## src/rtl/pc_fetch_unit.sv

```systemverilog
// -----------------------------------------------------------------------------
// pc_fetch_unit
//
// Program counter and instruction-fetch request generator for the front of the
// MIPS fetch stage. After reset the unit waits HOLD_CYCLES cycles, then issues
// fetch requests at pc. It advances by INC on each accepted request and follows
// exception flushes and branch redirects, in that priority order. A request
// that has been raised stays raised with a stable address until memory accepts
// it. Redirects that arrive while a request is in flight are parked and applied
// at the accept. A misaligned pc parks the unit in an error state until the
// next flush.
//
// Ports:
//   clk           in   1      clock, all state updates on posedge
//   reset         in   1      synchronous, active-high
//   stall         in   1      pipeline stall; blocks new requests only
//   flush         in   1      exception/ERET redirect (highest priority)
//   flush_pc      in   WIDTH  flush target
//   br_taken      in   1      branch/jump redirect
//   br_target     in   WIDTH  branch target
//   inst_req      out  1      fetch request valid
//   inst_addr     out  WIDTH  fetch address (always equals pc)
//   inst_addr_ok  in   1      memory accepted the request this cycle
//   pc            out  WIDTH  current program counter
//   addr_err      out  1      pc misaligned, fetch suppressed
// -----------------------------------------------------------------------------
module pc_fetch_unit #(
    parameter int unsigned      WIDTH        = 32,
    parameter logic [WIDTH-1:0] RESET_VECTOR = WIDTH'(32'hbfc00000),
    parameter int unsigned      INC          = 4,
    parameter int unsigned      HOLD_CYCLES  = 1
) (
    input  logic             clk,
    input  logic             reset,
    input  logic             stall,
    input  logic             flush,
    input  logic [WIDTH-1:0] flush_pc,
    input  logic             br_taken,
    input  logic [WIDTH-1:0] br_target,
    output logic             inst_req,
    output logic [WIDTH-1:0] inst_addr,
    input  logic             inst_addr_ok,
    output logic [WIDTH-1:0] pc,
    output logic             addr_err
);

    typedef enum logic [1:0] {
        ST_HOLD = 2'd0,
        ST_RUN  = 2'd1,
        ST_ERR  = 2'd2
    } state_t;

    state_t           state_q;
    state_t           state_d;
    logic [3:0]       hold_cnt_q;
    logic [WIDTH-1:0] pc_q;

    // A request was raised last cycle and memory has not yet taken it.
    logic             req_busy_q;

    // Redirects that arrived while a request was outstanding.
    logic             pend_flush_q;
    logic             pend_br_q;
    logic [WIDTH-1:0] pend_flush_pc_q;
    logic [WIDTH-1:0] pend_br_target_q;

    logic             misaligned;
    logic             hold_done;
    logic             accept;
    logic [WIDTH-1:0] next_pc;

    assign misaligned = (pc_q[1:0] != 2'b00);
    assign hold_done  = (hold_cnt_q == 4'(HOLD_CYCLES));
    assign accept     = inst_req & inst_addr_ok;
    assign pc         = pc_q;
    assign inst_addr  = pc_q;

    // -------------------------------------------------------------------------
    // FSM: state register
    // -------------------------------------------------------------------------
    // NOTE: every clocked process uses non-blocking assignments so that all
    // registers sample pre-edge values regardless of process evaluation order.
    always_ff @(posedge clk) begin
        if (reset) begin
            state_q <= ST_HOLD;
        end else begin
            state_q <= state_d;
        end
    end

    // -------------------------------------------------------------------------
    // FSM: next-state logic
    // -------------------------------------------------------------------------
    // NOTE: each combinational process assigns a default to every output first,
    // so no path leaves a signal unassigned and no latch is inferred.
    always_comb begin
        state_d = state_q;
        case (state_q)
            ST_HOLD: begin
                if (hold_done) begin
                    state_d = ST_RUN;
                end
            end
            ST_RUN: begin
                // A flush in the same cycle replaces the bad pc before it is
                // ever reported as an error state.
                if (misaligned && !flush) begin
                    state_d = ST_ERR;
                end
            end
            ST_ERR: begin
                if (flush) begin
                    state_d = ST_RUN;
                end
            end
            default: state_d = ST_HOLD;
        endcase
    end

    // -------------------------------------------------------------------------
    // FSM: output logic
    // -------------------------------------------------------------------------
    always_comb begin
        inst_req = 1'b0;
        addr_err = 1'b0;
        case (state_q)
            ST_RUN: begin
                addr_err = misaligned;
                // An in-flight request ignores stall: it must stay raised,
                // with a stable address, until memory accepts it.
                inst_req = ~misaligned & (req_busy_q | ~stall);
            end
            ST_ERR: begin
                addr_err = 1'b1;
            end
            default: begin
                inst_req = 1'b0;
                addr_err = 1'b0;
            end
        endcase
    end

    // -------------------------------------------------------------------------
    // Next fetch address. Parked flush, then live flush, then parked branch,
    // then live branch, then sequential.
    // -------------------------------------------------------------------------
    always_comb begin
        next_pc = pc_q + WIDTH'(INC);
        if (pend_flush_q) begin
            next_pc = pend_flush_pc_q;
        end else if (flush) begin
            next_pc = flush_pc;
        end else if (pend_br_q) begin
            next_pc = pend_br_target_q;
        end else if (br_taken) begin
            next_pc = br_target;
        end
    end

    // -------------------------------------------------------------------------
    // pc, hold counter, handshake and pending-redirect control
    // -------------------------------------------------------------------------
    always_ff @(posedge clk) begin
        if (reset) begin
            pc_q         <= RESET_VECTOR;
            hold_cnt_q   <= 4'd0;
            req_busy_q   <= 1'b0;
            pend_flush_q <= 1'b0;
            pend_br_q    <= 1'b0;
        end else begin
            req_busy_q <= 1'b0;
            case (state_q)
                ST_HOLD: begin
                    // Redirects are ignored until the first request goes out.
                    if (!hold_done) begin
                        hold_cnt_q <= hold_cnt_q + 4'd1;
                    end
                end

                ST_RUN: begin
                    if (misaligned) begin
                        // Nothing can be outstanding or parked here: a parked
                        // redirect is consumed at the accept that set this pc.
                        if (flush) begin
                            pc_q <= flush_pc;
                        end
                    end else if (accept) begin
                        pc_q         <= next_pc;
                        pend_flush_q <= 1'b0;
                        pend_br_q    <= 1'b0;
                    end else if (inst_req) begin
                        // Address must stay put, so park any redirect.
                        req_busy_q <= 1'b1;
                        if (flush) begin
                            pend_flush_q <= 1'b1;
                            pend_br_q    <= 1'b0;
                        end else if (br_taken && !pend_flush_q) begin
                            pend_br_q <= 1'b1;
                        end
                    end else if (flush || br_taken) begin
                        // Idle: no parked redirects exist, so next_pc is the
                        // live redirect target.
                        pc_q <= next_pc;
                    end
                end

                ST_ERR: begin
                    if (flush) begin
                        pc_q <= flush_pc;
                    end
                end

                default: begin
                    pc_q <= RESET_VECTOR;
                end
            endcase
        end
    end

    // Redirect targets are only read while their valid bit is set, and the
    // bit is only set in the same cycle the target is loaded.
    // NOTE: these data registers deliberately have no reset; their contents
    // are qualified by the pending flags, which are reset.
    always_ff @(posedge clk) begin
        if (state_q == ST_RUN && !misaligned && inst_req && !inst_addr_ok) begin
            if (flush) begin
                pend_flush_pc_q <= flush_pc;
            end else if (br_taken && !pend_flush_q) begin
                pend_br_target_q <= br_target;
            end
        end
    end

endmodule

```

## config.mk

```make
export PLATFORM = sky130hd
export DESIGN_NAME = pc_fetch_unit
export DESIGN_NICKNAME = d
export VERILOG_FILES = /design/src/rtl/pc_fetch_unit.sv
export SDC_FILE = /design/constraint.sdc
export NUM_CORES = 1
export LEC_CHECK = 0
export ABC_AREA = 1
export CAP_MARGIN = 10
export CORE_AREA = 5 5 116 118
export CTS_CLUSTER_DIAMETER = 60
export DETAILED_ROUTE_END_ITERATION = 6
export DIE_AREA = 0 0 121 123
export GPL_TIMING_DRIVEN = 1
export PLACE_DENSITY = 0.84
export SLEW_MARGIN = 0
export SYNTH_ARGS = -nofsm -noshare
export SYNTH_HDL_FRONTEND = slang
export SYNTH_SLANG_ARGS = --single-unit
```

## constraint.sdc

```tcl
create_clock -name clk -period 6.11 [get_ports clk]
set_input_delay 0.9165 -clock clk [delete_from_list [all_inputs] [get_ports clk]]
set_output_delay 0.9165 -clock clk [all_outputs]
set_load 0.03 [all_outputs]
```

[After elaboration in Yosys (flattened, before gate mapping)]
Index checks and enable logic that the tools add are counted.
W data, S select, Z words.
Storage, ports and cells
  input bits: 70
  output and inout port bits: 66
  register bits: 105
  word-level logic and storage cells: 74
Cells by class
  reductions and logical operators: 23
  bitwise logic cells: 9
  equality and inequality tests: 8
  add/sub/neg operators: 2
  mux-type cells: 24
Operator list (count)
  $mux W32: 9
  $pmux W32 S3: 1
  $add A32 B3 Y32 const B: 1
  $mux W1: 9
  $reduce_and A3 Y1: 3
  $ne A4 B4 Y1 const B: 2
  $reduce_and A4 Y1: 2
  $mux W2: 3
  $ne A2 B2 Y1 const B: 3
  $not A1 Y1: 6
  $pmux W2 S3: 1
  $reduce_bool A2 Y1: 3
  $logic_and A1 B1 Y1: 5
  $add A4 B1 Y4 const B: 1
  $eq A4 B1 Y1 const B: 1
  $logic_not A1 Y1: 4
  $reduce_and A2 Y1: 2
  $reduce_or A4 Y1: 1
  $reduce_bool A3 Y1: 1
  $and A1 B1 Y1: 2
  $eq A2 B1 Y1 const B: 1
  $eq A2 B2 Y1 const B: 1
  $logic_not A2 Y1: 1
  $pmux W1 S2: 1
  2 further kinds: 2

[Longest topological paths before layout]
  depth after elaboration: 10
  gate-level depth with buffers: 17
  mapped depth without buffers: 16

[Least setup slack after synthesis]
No wires, ideal clock.
  kind: input to register
  start: in flush
  end: reg pend_br_target_q[0], enable pin
  setup time: 0.463 ns
  data arrival time: 3.774 ns
  cell stages on the path: 4
  data required time: 5.647 ns
  path slack: 1.872 ns
  path buffers: 3
  cells stage by stage: buf_2 clkbuf_1 clkbuf_1 nor3_1
Between the ends
  longest elaborated chain between the ends: 2
RTL lines
  from (decl): line 36  | input logic flush,
  $not A1 Y1 (no source line)
  $reduce_and A3 Y1 (no source line)
  to (signal assigned): line 229  | pend_br_target_q <= br_target;
  to (decl): line 65  | logic [WIDTH-1:0] pend_br_target_q;
Every way passes these cells.
A chain may end at the register's enable or synchronous reset.

[Final worst setup path]
  start: reg state_q[1]
  end: out inst_req
Between the ends
  longest elaborated chain between the ends: 2
RTL lines
  from (decl): line 53  | state_t state_q;
  from (signal assigned): line 87  | state_q <= state_d;
  $eq A2 B1 Y1: line 126  | case (state_q)
  $mux W1: line 126
  to (decl): line 40  | output logic inst_req,
Every way passes these cells.

==> impl_metrics.py <==
metrics = {
    "routing": {
        "first_pass_iters": 6,
        "via_count": 6611,
        "drcViolationCount": 0,
        "drt_wl_total_um": 18800,
        "wl_per_cell_um": 15.9,
        "ant_nets": 0,
        "vias_per_cell": 5.56,
        "drtIter0Drc": 639,
    },
    "yosys": {
        "syn_nets": 1012,
        "synth_edf_count": 64,
        "yosys_warnings": 0,
        "synth_cell_types": 40,
        "netlist_top_cells_count": "nand2_1 (277), nor2_1 (154), a21oi_1 (96)",
        "avgSynthCellArea_um2": 7.07,
        "syn_area_um2": 6620,
        "synth_top_area_share_pct": 29.1,
        "yosysSeqAreaShare_pct": 41.5,
        "synth.ff_latch_count": 105,
        "synth_area_leaders": "edfxtp_1 (29%), nand2_1 (16%), dfxtp_1 (12%)",
        "synth.most_common_cell": "nand2_1",
        "synth-async-reset-ratio_pct": 0,
        "postSynthCellCount": 935,
        "synth_top_cell_by_area": "edfxtp_1",
        "ys.flop_type": "edfxtp_1",
    },
    "timing": {
        "timing.fmax_mhz": 268,
        "tightestPinTransition_ps": 1170,
        "finalMaxSlewViolations": 0,
        "finClkSkew_ps": 5.42,
        "rsz0062_at_grt": "no",
        "relSlewSlack_pct": 21.8,
        "setup_tns_ps": 0,
        "min_period_ps": 3730,
        "setup_violations": 0,
        "period_share_pct": 61.0,
        "hold_violations": 0,
    },
    "power_and_ir_drop": {
        "p_leak_nw": 3.08,
        "vdd_drop_max_v": 0.000146,
        "total_power_mw": 2.27,
        "powerDensity_nw_per_um2": 283,
    },
    "clock_network": {
        "cts_hold_buf": 0,
        "cts-resized-gates": 0,
        "cts_setup_buffers": 0,
        "clk_path_buf_depth": 2,
        "clk_pin_slew_ps": 70,
        "cts.sink_count": 105,
        "cts_tree": "done",
        "cts_buffers": 9,
        "clkLatencyLatePin_ps": 360,
        "htree_levels": 3,
        "root_buffer": "clkbuf_16",
    },
    "critical_path": {
        "critPathKind": "register to output pin",
        "cp.required_ps": 5190,
        "endpoint_kind": "output pin",
        "cp-start-kind": "register",
        "crit_arrival_ps": 2810,
        "cp_max_fo": 26,
    },
    "final_layout": {
        "n_fill_cell": 1065,
        "drive_gt1_share_pct": 5.21,
        "syn2layout_area_growth_pct": 21.3,
        "final_nets": 1089,
        "n_antenna_cell": 0,
    },
    "floorplanning": {
        "dieArea_um2": 14900,
        "core_area_um2": 12400,
        "initial_core_util_pct": 53.5,
        "boundaryPins": 136,
        "die_width_um": 121,
        "fp.dieH_um": 123,
        "rows": 41,
    },
    "grt": {
        "grt_pass1_wl_um": 30100,
        "antenna_found_initial": 0,
        "grt.total_usage_pct": 25.4,
        "grt_overflow": 0,
        "first_global_vias": 6221,
        "grt_max_degree": 54,
    },
    "placed_design": {
        "hpwlAfterDp_um": 12700,
        "place.gp.congestion": 0.923,
        "port-buffer-count": 135,
    },
    "worst_hold_path": {
        "hold_path_class": "register to register",
    },
    "job": {
        "drv_cap": 0,
    },
    "status": {
        "status": "finished clean",
    },
}
## worst max-delay path, stage by stage, from the launching register on
cell and delay (ps):
dfxtp_1 340, inv_1 90, ha_1 280, nand2_2 410, inv_2 370, o21ai_2 140
inv_1 120, clkdlybuf4s50_1 710
## cell families after synthesis
group	Yosys count	share of synthesized area, %
xor+xnor	9	1.19
simple gates	494	30.2
flops	105	41.5
buf+inv	142	11.0
fa+ha+maj	7	1.32
compound gates	178	14.9
## power by group
group | leakage [nW] | switching [mW] | internal, mW
registers | 0.911 | 0.0698 | 0.816
clock network | 0.134 | 0.261 | 0.285
logic | 2.03 | 0.547 | 0.296
total | 3.08 | 0.878 | 1.40
## per-stage QoR
step                std cells  utilization, %  setup WS [ps]  hold slack (ps)  instance area [um^2]
detailed placement       1173            62.8           2170              491                  7760
global route             1189            64.9           2240              545                  8030
finish                   1189            64.9           2380              502                  8030
floorplan                 935               -           1870              459                  6620
CTS                      1189            64.9           2390              505                  8030
global placement         1173            62.8           2300              482                  7760
## flip-flops by register name, summed over array words and instances (netlist names)
name and cells:
hold_cnt_q 4, inst_addr 32, pend_br_q 1, pend_br_target_q 32
pend_flush_pc_q 32, pend_flush_q 1, req_busy_q 1, state_q 2
## routing by layer
layer	vias up	part of all wire, %	GRT usage, %
met3	40	9.0	3.93
li1	3176	-	-
met2	370	48	42.7
met1	3025	41	32.6
met4	0	2.6	11.5
met5	-	0	0
## cell type report
cell class              instances  area [um^2]  area share [%]
inverters                      66          250            3.12
clock inverters                 4         18.8           0.234
flip-flops and latches        105         2740            34.2
multi-input cells             688         3150            39.3
well taps                     172          215            2.68
repair buffers                142         1400            17.4
clock buffers                  12          246            3.07
## placed cells by master, fill, tap and decap left out, types with 3 or more instances in the layout
master           netlist  final
o211ai_1              14     14
o21ai_0               37     37
nand2_2                3      3
clkbuf_16              0      9
or2_2                  6      6
inv_1                 59     59
a31oi_1                3      3
xor2_1                 7      7
edfxtp_1              64     64
nor3_1                 6      5
ha_1                   7      7
clkdlybuf4s50_1        0    134
nor2_2                 9     10
nand2_1              277    277
clkinv_2               0      3
dfxtp_1               41     41
o22ai_1                8      8
a21oi_1               96     96
o21ai_1                8      8
nand3_1               27     27
clkinv_1               4      5
nor2_1               154    153
nand4_1                6      6
nor2_4                 3      3
buf_4                 36      7
## worst paths after layout
kind	from	to	slack (ps)	cells past startpoint
setup reg to reg	state_q[1]	pend_br_target_q[4]	2520	9
hold / removal	hold_cnt_q[0]	hold_cnt_q[0]	500	1
setup / recovery	state_q[1]	inst_req	2380	7
hold reg to reg	hold_cnt_q[0]	hold_cnt_q[0]	500	1
(Power assumes the default switching activity.)
